[src/rtl/qsys_pkg.sv]
// Shared definitions for the Qsys perf-eval slave: ID width, request header field
// positions and the request-queue entry layout.
package qsys_pkg;

    localparam int ID_W = 8;
    // Timestamps are stored at a fixed width; only the low CW bits are compared.
    localparam int TS_W = 16;

    typedef struct packed {
        logic [ID_W-1:0] src_id;
        logic [TS_W-1:0] ts;
    } entry_t;

    function automatic int src_pos(input int width);
        return width - 1;
    endfunction

    function automatic int dst_pos(input int width);
        return width - 1 - ID_W;
    endfunction

    function automatic int payload_msb(input int width);
        return width - 1 - 2 * ID_W;
    endfunction

endpackage

[src/rtl/qsys_req_fifo.sv]
// Request queue for qsys_slave_pipe: synchronous FIFO with DEPTH entries and
// pointer-plus-wrap-bit occupancy tracking.
module qsys_req_fifo
    import qsys_pkg::*;
#(
    parameter int DEPTH = 8
) (
    input  logic   clk,
    input  logic   rst_n,
    input  logic   push,
    input  logic   pop,
    input  entry_t din,
    output entry_t dout,
    output logic   full,
    output logic   empty
);

    localparam int AW = $clog2(DEPTH);

    logic [AW:0] wr_ptr;
    logic [AW:0] rd_ptr;
    entry_t      mem [DEPTH];
    logic        do_push;
    logic        do_pop;

    assign do_push = push & ~full;
    assign do_pop  = pop & ~empty;

    // Same index with opposite wrap bits means the write side has lapped the read side.
    assign full  = (wr_ptr[AW] != rd_ptr[AW]) && (wr_ptr[AW-1:0] == rd_ptr[AW-1:0]);
    assign empty = (wr_ptr == rd_ptr);
    assign dout  = mem[rd_ptr[AW-1:0]];

    // NOTE: state registers use non-blocking assignments so every flop samples pre-edge values.
    always_ff @(posedge clk or negedge rst_n) begin
        if (!rst_n) begin
            wr_ptr <= '0;
            rd_ptr <= '0;
        end else begin
            if (do_push) wr_ptr <= wr_ptr + 1'b1;
            if (do_pop)  rd_ptr <= rd_ptr + 1'b1;
        end
    end

    // NOTE: storage is not reset; an entry is only read after a push has written it.
    always_ff @(posedge clk) begin
        if (do_push) mem[wr_ptr[AW-1:0]] <= din;
    end

endmodule

[src/rtl/qsys_slave_pipe.sv]
// Avalon-MM perf-eval traffic responder with a DEPTH-entry request queue and fixed
// minimum read latency. Define QSYS_SLAVE_TRACE_EN for a simulation-only trace.
module qsys_slave_pipe
    import qsys_pkg::*;
#(
    parameter int              WIDTH      = 32,
    parameter logic [ID_W-1:0] ID         = 8'd0,
    parameter int              ADDR_WIDTH = 32,
    parameter int              DEPTH      = 8,
    parameter int              LATENCY    = 2,
    parameter int unsigned     DONE_COUNT = 1000
) (
    input  logic                  clk,
    input  logic                  rst_n,
    input  logic [WIDTH-1:0]      writedata,
    input  logic [ADDR_WIDTH-1:0] address,
    input  logic                  write,
    input  logic                  read,
    output logic                  waitrequest,
    output logic [WIDTH-1:0]      readdata,
    output logic                  readdatavalid,
    output logic                  done
);

    localparam int CW      = $clog2(LATENCY + DEPTH + 1) + 1;
    localparam int RCW     = WIDTH - 2 * ID_W;
    localparam int SRC_MSB = src_pos(WIDTH);
    localparam int DST_MSB = dst_pos(WIDTH);

    logic [CW-1:0]  now_ts;
    logic [CW-1:0]  head_age;
    logic [RCW-1:0] resp_count;
    logic [RCW-1:0] resp_count_inc;
    logic [31:0]    wr_count;
    entry_t         push_entry;
    entry_t         head;
    logic           fifo_full;
    logic           fifo_empty;
    logic           accept;
    logic           push;
    logic           pop;
    logic           wr_accept;
    logic           unused_bits;

    qsys_req_fifo #(.DEPTH(DEPTH)) u_fifo (
        .clk   (clk),
        .rst_n (rst_n),
        .push  (push),
        .pop   (pop),
        .din   (push_entry),
        .dout  (head),
        .full  (fifo_full),
        .empty (fifo_empty)
    );

    assign waitrequest = fifo_full;

    // NOTE: every always_comb output is assigned on all paths, defaults first, so no latch is inferred.
    always_comb begin
        push_entry        = '0;
        accept            = (read | write) & ~fifo_full;
        push              = accept & read;
        wr_accept         = accept & write & ~read;
        head_age          = now_ts - head.ts[CW-1:0];
        pop               = ~fifo_empty && (head_age >= CW'(LATENCY));
        resp_count_inc    = resp_count + RCW'(1);
        push_entry.src_id = writedata[SRC_MSB -: ID_W];
        push_entry.ts     = TS_W'(now_ts);
    end

    always_ff @(posedge clk or negedge rst_n) begin
        if (!rst_n) begin
            now_ts        <= '0;
            wr_count      <= '0;
            resp_count    <= '0;
            readdata      <= '0;
            readdatavalid <= 1'b0;
            done          <= 1'b0;
        end else begin
            now_ts        <= now_ts + 1'b1;
            readdatavalid <= pop;
            // Follows the registered count, so it clears again if resp_count wraps.
            done          <= (64'(resp_count) > 64'(DONE_COUNT));
            if (wr_accept) wr_count <= wr_count + 32'd1;
            if (pop) begin
                resp_count <= resp_count_inc;
                readdata   <= {ID, head.src_id, resp_count_inc};
            end
        end
    end

    // Address, destination/payload and the write tally have no effect on responses.
    assign unused_bits = ^{address, writedata[DST_MSB:0], wr_count, head.ts};

`ifdef QSYS_SLAVE_TRACE_EN
    always @(posedge clk) begin
        if (rst_n && accept)
            $display("SINK=%d; SRC=%d; time=%d; data=%d; SLAVE;",
                     writedata[SRC_MSB -: ID_W], writedata[DST_MSB -: ID_W], $time,
                     writedata[DST_MSB-ID_W:0]);
        if (rst_n && pop)
            $display("SRC=%d; DST=%d; time=%d; data=%d; SLAVE;",
                     ID, head.src_id, $time, resp_count_inc);
    end
`endif

endmodule
[config.mk]
export PLATFORM = sky130hd
export DESIGN_NAME = qsys_slave_pipe
export DESIGN_NICKNAME = d
export VERILOG_FILES = /design/src/rtl/qsys_pkg.sv /design/src/rtl/qsys_req_fifo.sv /design/src/rtl/qsys_slave_pipe.sv
export SDC_FILE = /design/constraint.sdc
export NUM_CORES = 1
export LEC_CHECK = 0
export CAP_MARGIN = 20
export CORE_UTILIZATION = 57
export CTS_CLUSTER_SIZE = 25
export DETAILED_ROUTE_END_ITERATION = 8
export HOLD_SLACK_MARGIN = 0.02
export PLACE_DENSITY = 0.85
export SLEW_MARGIN = 5
export SYNTH_ARGS = -nofsm -noshare
export SYNTH_HDL_FRONTEND = slang
export SYNTH_SLANG_ARGS = --single-unit
[constraint.sdc]
create_clock -name clk -period 7.2 [get_ports clk]
set_input_delay 0.72 -clock clk [delete_from_list [all_inputs] [get_ports clk]]
set_output_delay 0.72 -clock clk [all_outputs]
set_load 0.01 [all_outputs]
Word level (Yosys, flattened, before mapping). Memories as Yosys holds them, arrays and structs flattened. Index checks and enable logic that the tools add are counted.

Input bits: 68. Memories kept: 1. RAM bits: 104. Logic and storage cells: 29. Bits in registers: 55. Output and inout bits: 35.

Muxes and demuxes: 2. $lt $le $gt $ge: 2. Add/sub/neg operators: 5. Bitwise operators: 7. Equal/unequal tests: 3. Reduce and logical (&&, ||, !) cells: 2.

Memory list: u_fifo.mem (depth 8, bits a word 13, rd ports 1, clocked after memory_dff 0, write ports 1, line qsys_req_fifo.sv:22) `entry_t mem [DEPTH];`.

Operator list (number): $add A16 B1 Y16 const B (1); $gt A16 B10 Y1 const B (1); $add A4 B1 Y4 const B (2); $add A5 B1 Y5 const B (1); $ge A5 B2 Y1 const B (1); $sub A5 B5 Y5 (1); $and A1 B1 Y1 (4); $eq A4 B4 Y1 (1); $eq A3 B3 Y1 (1); $logic_and A1 B1 Y1 (2); $mux W1 (2); $not A1 Y1 (2); $ne A1 B1 Y1 (1); $or A1 B1 Y1 (1).

Longest topological paths before layout.
Word-level depth: 8. Gate-level depth with buffers: 15. Mapped depth without buffers: 10.

Cells and area by module. Synthesis repeated with hierarchy kept, for this count alone.

Cell total of the unflattened synthesis: 475. Area, all modules: 9725.6 um^2.

Modules (own cells, without submodules): qsys_req_fifo (cells each 337, sequential area each 5965.7 um^2, area each 8066.5 um^2, instances 1); qsys_slave_pipe (cells each 138, sequential area each 775.7 um^2, area each 1659.1 um^2, instances 1).

Worst setup path after synthesis. OpenSTA, ideal clock, no wires.

Path type: reg2reg. From: reg u_fifo.rd_ptr[0]. To: reg u_fifo.rd_ptr[2]. Library setup time: 142 ps. Path slack: 2989 ps. Required time: 7058 ps. Cell stages (with the launch flop): 16. Arrival time: 4070 ps. Buffers on the path: 5. Cell sequence: dfrtp_1 -> buf_6 -> buf_12 -> buf_2 -> buf_2 -> mux4_2 -> mux2_2 -> ha_1 -> inv_1 -> fa_1 -> nand2_1 -> or4b_2 -> a31oi_4 -> buf_2 -> a211oi_2 -> xor2_1.

Word-level cells in the longest chain between the ends: 5. Elaborated cells between the ends (all ways): 8.

RTL lines: from (decl) (line qsys_req_fifo.sv:21) `logic [AW:0] rd_ptr;`; from (signal assigned) (line qsys_req_fifo.sv:41) `if (do_pop) rd_ptr <= rd_ptr + 1'b1;`; $mem_v2 Z8 W13; $sub A5 B5 Y5 (line qsys_slave_pipe.sv:64) `head_age = now_ts - head.ts[CW-1:0];`; $ge A5 B2 Y1 (line qsys_slave_pipe.sv:65) `pop = ~fifo_empty && (head_age >= CW'(LATENCY));`; $logic_and A1 B1 Y1 (line qsys_slave_pipe.sv:65); $and A1 B1 Y1 (line qsys_req_fifo.sv:27) `assign do_pop = pop & ~empty;`.

Parallel ways exist; a longest one is shown, timed or not. A chain may end at the register's enable or synchronous reset.

Worst setup path after layout.
From: reg u_fifo.rd_ptr[0]. To: reg readdata[19].

Word-level cells in the longest chain between the ends: 4. Elaborated cells between the ends (all ways): 6.

RTL lines: $mem_v2 Z8 W13; $sub A5 B5 Y5 (line qsys_slave_pipe.sv:64); $ge A5 B2 Y1 (line qsys_slave_pipe.sv:65); $logic_and A1 B1 Y1 (line qsys_slave_pipe.sv:65); to (signal assigned) (line qsys_slave_pipe.sv:87) `readdata <= {ID, head.src_id, resp_count_inc};`; to (decl) (line qsys_slave_pipe.sv:20) `output logic [WIDTH-1:0] readdata,`.

Parallel ways exist; a longest one is shown, timed or not.

==> metrics.txt <==
number of maximum-capacitance constraint violations=0; critical path data required time=7610 ps; clock slew seen by the registers of the worst setup and hold paths=60 ps; pin slew with the least headroom to its limit=971.1 ps; Leak=2.660 nW; number of clock buffers inserted by TritonCTS=17; internal power contribution=2.175 mW; Resized Gates After CTS=0; post-CTS setup repair buffer count=0; power per unit of standard cell area=446.8 mW/mm²; number of sinks driven by the clock tree=143; number of buffers on the longest clock path=2; sequential-to-total area share from yosys stat=66.67%; Final Setup Violations=0; relative contribution of sequential cells to total power=37.3%; Cells after Synth=336; status=completed; fraction of final layout cells sized beyond drive strength 1=26.26%; CP max FO=32; yosys synthesis warning count=0; number of top-level pins=103; path class of the lowest-slack min-delay path=in -> async; cell type with the largest total area after synthesis=edfxtp_1; signed area change from the synthesized netlist to the final layout=17.52%; via count of the first global-routing pass=3321; NumNets Final=461; Initial Util=59.29%; worst supply voltage drop on vdd=0.0002665 V; switching share of power=32.64%; number of hold buffers added after CTS=0; number of enable-type register cells in the synthesized netlist=104; Period Utilization, post-route=66.18%; Async S/R FF share, synth=27.27%; clock skew after layout=8.663 ps; maximum level of the CTS H-tree=4; Core ar.=0.01037 mm²; total number of vias=3145; number of cell rows=37; ANT nets after route=0; Crit Path Class=reg -> reg; minimum period implied by the final worst setup slack=4765 ps; endpoint type of the worst setup path=flop; Clock power frac=28.5%; Arrival @ worst endpoint=5180 ps; starting DRC count in detailed routing=197; number of different library cells in the post-synthesis netlist=46; setup slack after placement=2421 ps; setup repair after global routing missed its margin=no; Mean Syn Cell Area=18.30 µm²; average vias per placed instance=5.912; residual DRC count=0; Final GP Congestion=0.7669; final total negative setup slack=0 ps; library cell used as clock root buffer=clkbuf_8; Logic pwr share=34.2%; global-route wire length before repair=18490 µm; post-route total power=3.228 mW; post-detailed-placement half-perimeter wirelength=6466 µm; total wire length after detailed routing=11560 µm; number of register bits inferred by synthesis=143; input/output buffers=37; grt total ovfl=0; diodes inserted=0; Post-synth top flop=edfxtp_1; insertion delay of the later-clocked pin in the worst-skew pair=530 ps; area share of the leading cell type in the synthesized netlist=50.79%; area of the die=0.01121 mm²; cell area after technology mapping=0.006148 mm²; Switching Power=1.053 mW; global routing usage summed across all routing layers=23.28%; maximum number of pins on one net before global-route repair=40; number of iterations in the first detailed-routing pass=5; width of the die=105.9 µm; crit path setup slack, layout=2435 ps; floorplan die height=105.9 µm; CTS tree=done; top area cells in the synthesized netlist=edfxtp_1, dfrtp_1, mux4_2; average routed wire per standard cell=21.73 µm; Max Fclk=0.2099 GHz; Hold Fails Final Rpt=0; number of antenna violations at the first check in global routing=0; Max-slew headroom=35.26%; Final Slew Violations=0; Setup crit start kind=flop
-- final timing paths --
check,startpoint,to,slack [ps],depth (start not counted)
worst max-delay path,u_fifo.rd_ptr[0]$_DFFE_PN0P_,readdata[19]$_DFFE_PN0P_,2430,10
worst min register to register,resp_count[6]$_DFFE_PN0P_,resp_count[6]$_DFFE_PN0P_,490,1
worst min-delay path,rst_n,readdatavalid$_DFF_PN0_,330,1
max in group asynchronous,rst_n,u_fifo.rd_ptr[0]$_DFFE_PN0P_,6220,1
min in group clk,resp_count[6]$_DFFE_PN0P_,resp_count[6]$_DFFE_PN0P_,490,1
worst max register to register,u_fifo.rd_ptr[0]$_DFFE_PN0P_,readdata[19]$_DFFE_PN0P_,2430,10
-- worst max-delay path: stages (launching register included) --
cell     delay, ps
dfrtp_2       1010
mux4_2         610
mux2_2         280
ha_1           220
inv_1           80
fa_1           290
nand2_1        100
or4b_2         690
a31oi_4        650
a21oi_4        330
mux2_4         370
-- state kept, by name (all words and copies together) (netlist names) --
signal,cells
done,1
now_ts,5
readdata,9
readdatavalid,1
resp_count,15
u_fifo.mem,104
u_fifo.rd_ptr,4
u_fifo.wr_ptr,4
-- placed cells by master (no fill, tap or decap), drive strengths merged, types with 2 or more instances in the layout --
| cell | instances |
|---|---|
| a2111oi | 5 |
| edfxtp | 104 |
| a21oi | 4 |
| a211oi | 10 |
| a31oi | 2 |
| bufinv | 4 |
| nand2b | 3 |
| nor4 | 2 |
| clkbuf | 18 |
| mux2i | 7 |
| ha | 9 |
| xnor2 | 13 |
| nand3 | 7 |
| nand2 | 7 |
| inv | 17 |
| mux4 | 25 |
| mux2 | 20 |
| clkinv | 3 |
| nand4 | 2 |
| nor3 | 2 |
| xor2 | 16 |
| nor2 | 11 |
| buf | 8 |
| clkdlybuf4s50 | 36 |
| dfrtp | 39 |
| conb | 8 |
-- area by class of cell --
cell class | count | area, µm²
sequential | 143 | 4100
fill | 650 | 3144
multi-input combinational | 166 | 1876
clock buffer | 18 | 417.9
timing repair buffer | 44 | 417.9
clock inverter | 14 | 202.7
tap | 136 | 170.2
inverter | 11 | 41.29
-- power by group through the flow --
| stage | Sequential, mW | Combinational [mW] | Clock (mW) |
|---|---|---|---|
| final | 1.20 | 1.10 | 0.921 |
| after global routing | 1.23 | 1.18 | 0.968 |
| after CTS | 1.20 | 1.12 | 0.931 |
| after detailed placement | 1.22 | 1.09 | 0 |
| after global placement | 1.20 | 1.05 | 0 |
| after floorplan | 1.15 | 0.911 | 0 |
-- cell usage after synthesis, types with 2 or more instances --
master,n
edfxtp_1,104
dfrtp_1,39
mux4_2,19
xor2_1,16
mux2_2,13
xnor2_1,13
inv_1,11
nor2_1,11
a211oi_2,9
buf_4,9
ha_1,9
mux2_4,7
mux2i_1,7
nand2_1,7
nand3_1,7
buf_2,6
mux4_1,6
a2111oi_2,4
a21oi_1,3
clkbuf_1,3
nand2b_1,3
buf_12,2
buf_6,2
nand4_1,2
nor3_1,2
nor4_1,2
-- per-layer routing --
metal | track usage [%] | up-vias | part of all wire, %
met5 | 0 | - | 0
met4 | 11.31 | 0 | 1.4
met3 | 4.947 | 16 | 6.4
met2 | 38.10 | 120 | 53
met1 | 29.82 | 1619 | 39
li1 | - | 1390 | -
-- stage by stage --
stage | instances | util [%] | area (µm²) | hold slack, ps
floorplan | 343 | - | 6175 | 424.4
global placement | 500 | 63.69 | 6605 | 478.2
detailed placement | 500 | 63.69 | 6605 | 480.8
CTS | 532 | 69.68 | 7226 | 352.6
global route | 532 | 69.68 | 7226 | 417.5
finish | 532 | 69.68 | 7226 | 333.0
-- cells by family (layout without fill, tap and decap cells) --
family,count (synthesis),after routing,share of synthesized area [%]
xor gates and xnor gates,30,30,4.538
muxes,52,52,14.75
other,1,8,0.06099
buffers and inverters,34,87,3.541
adders and majority gates,10,10,2.157
DFF,143,143,66.67
and+or+nand+nor,40,40,3.338
AOI/OAI and AO/OA,26,26,4.945
(Power assumes the default switching activity.)
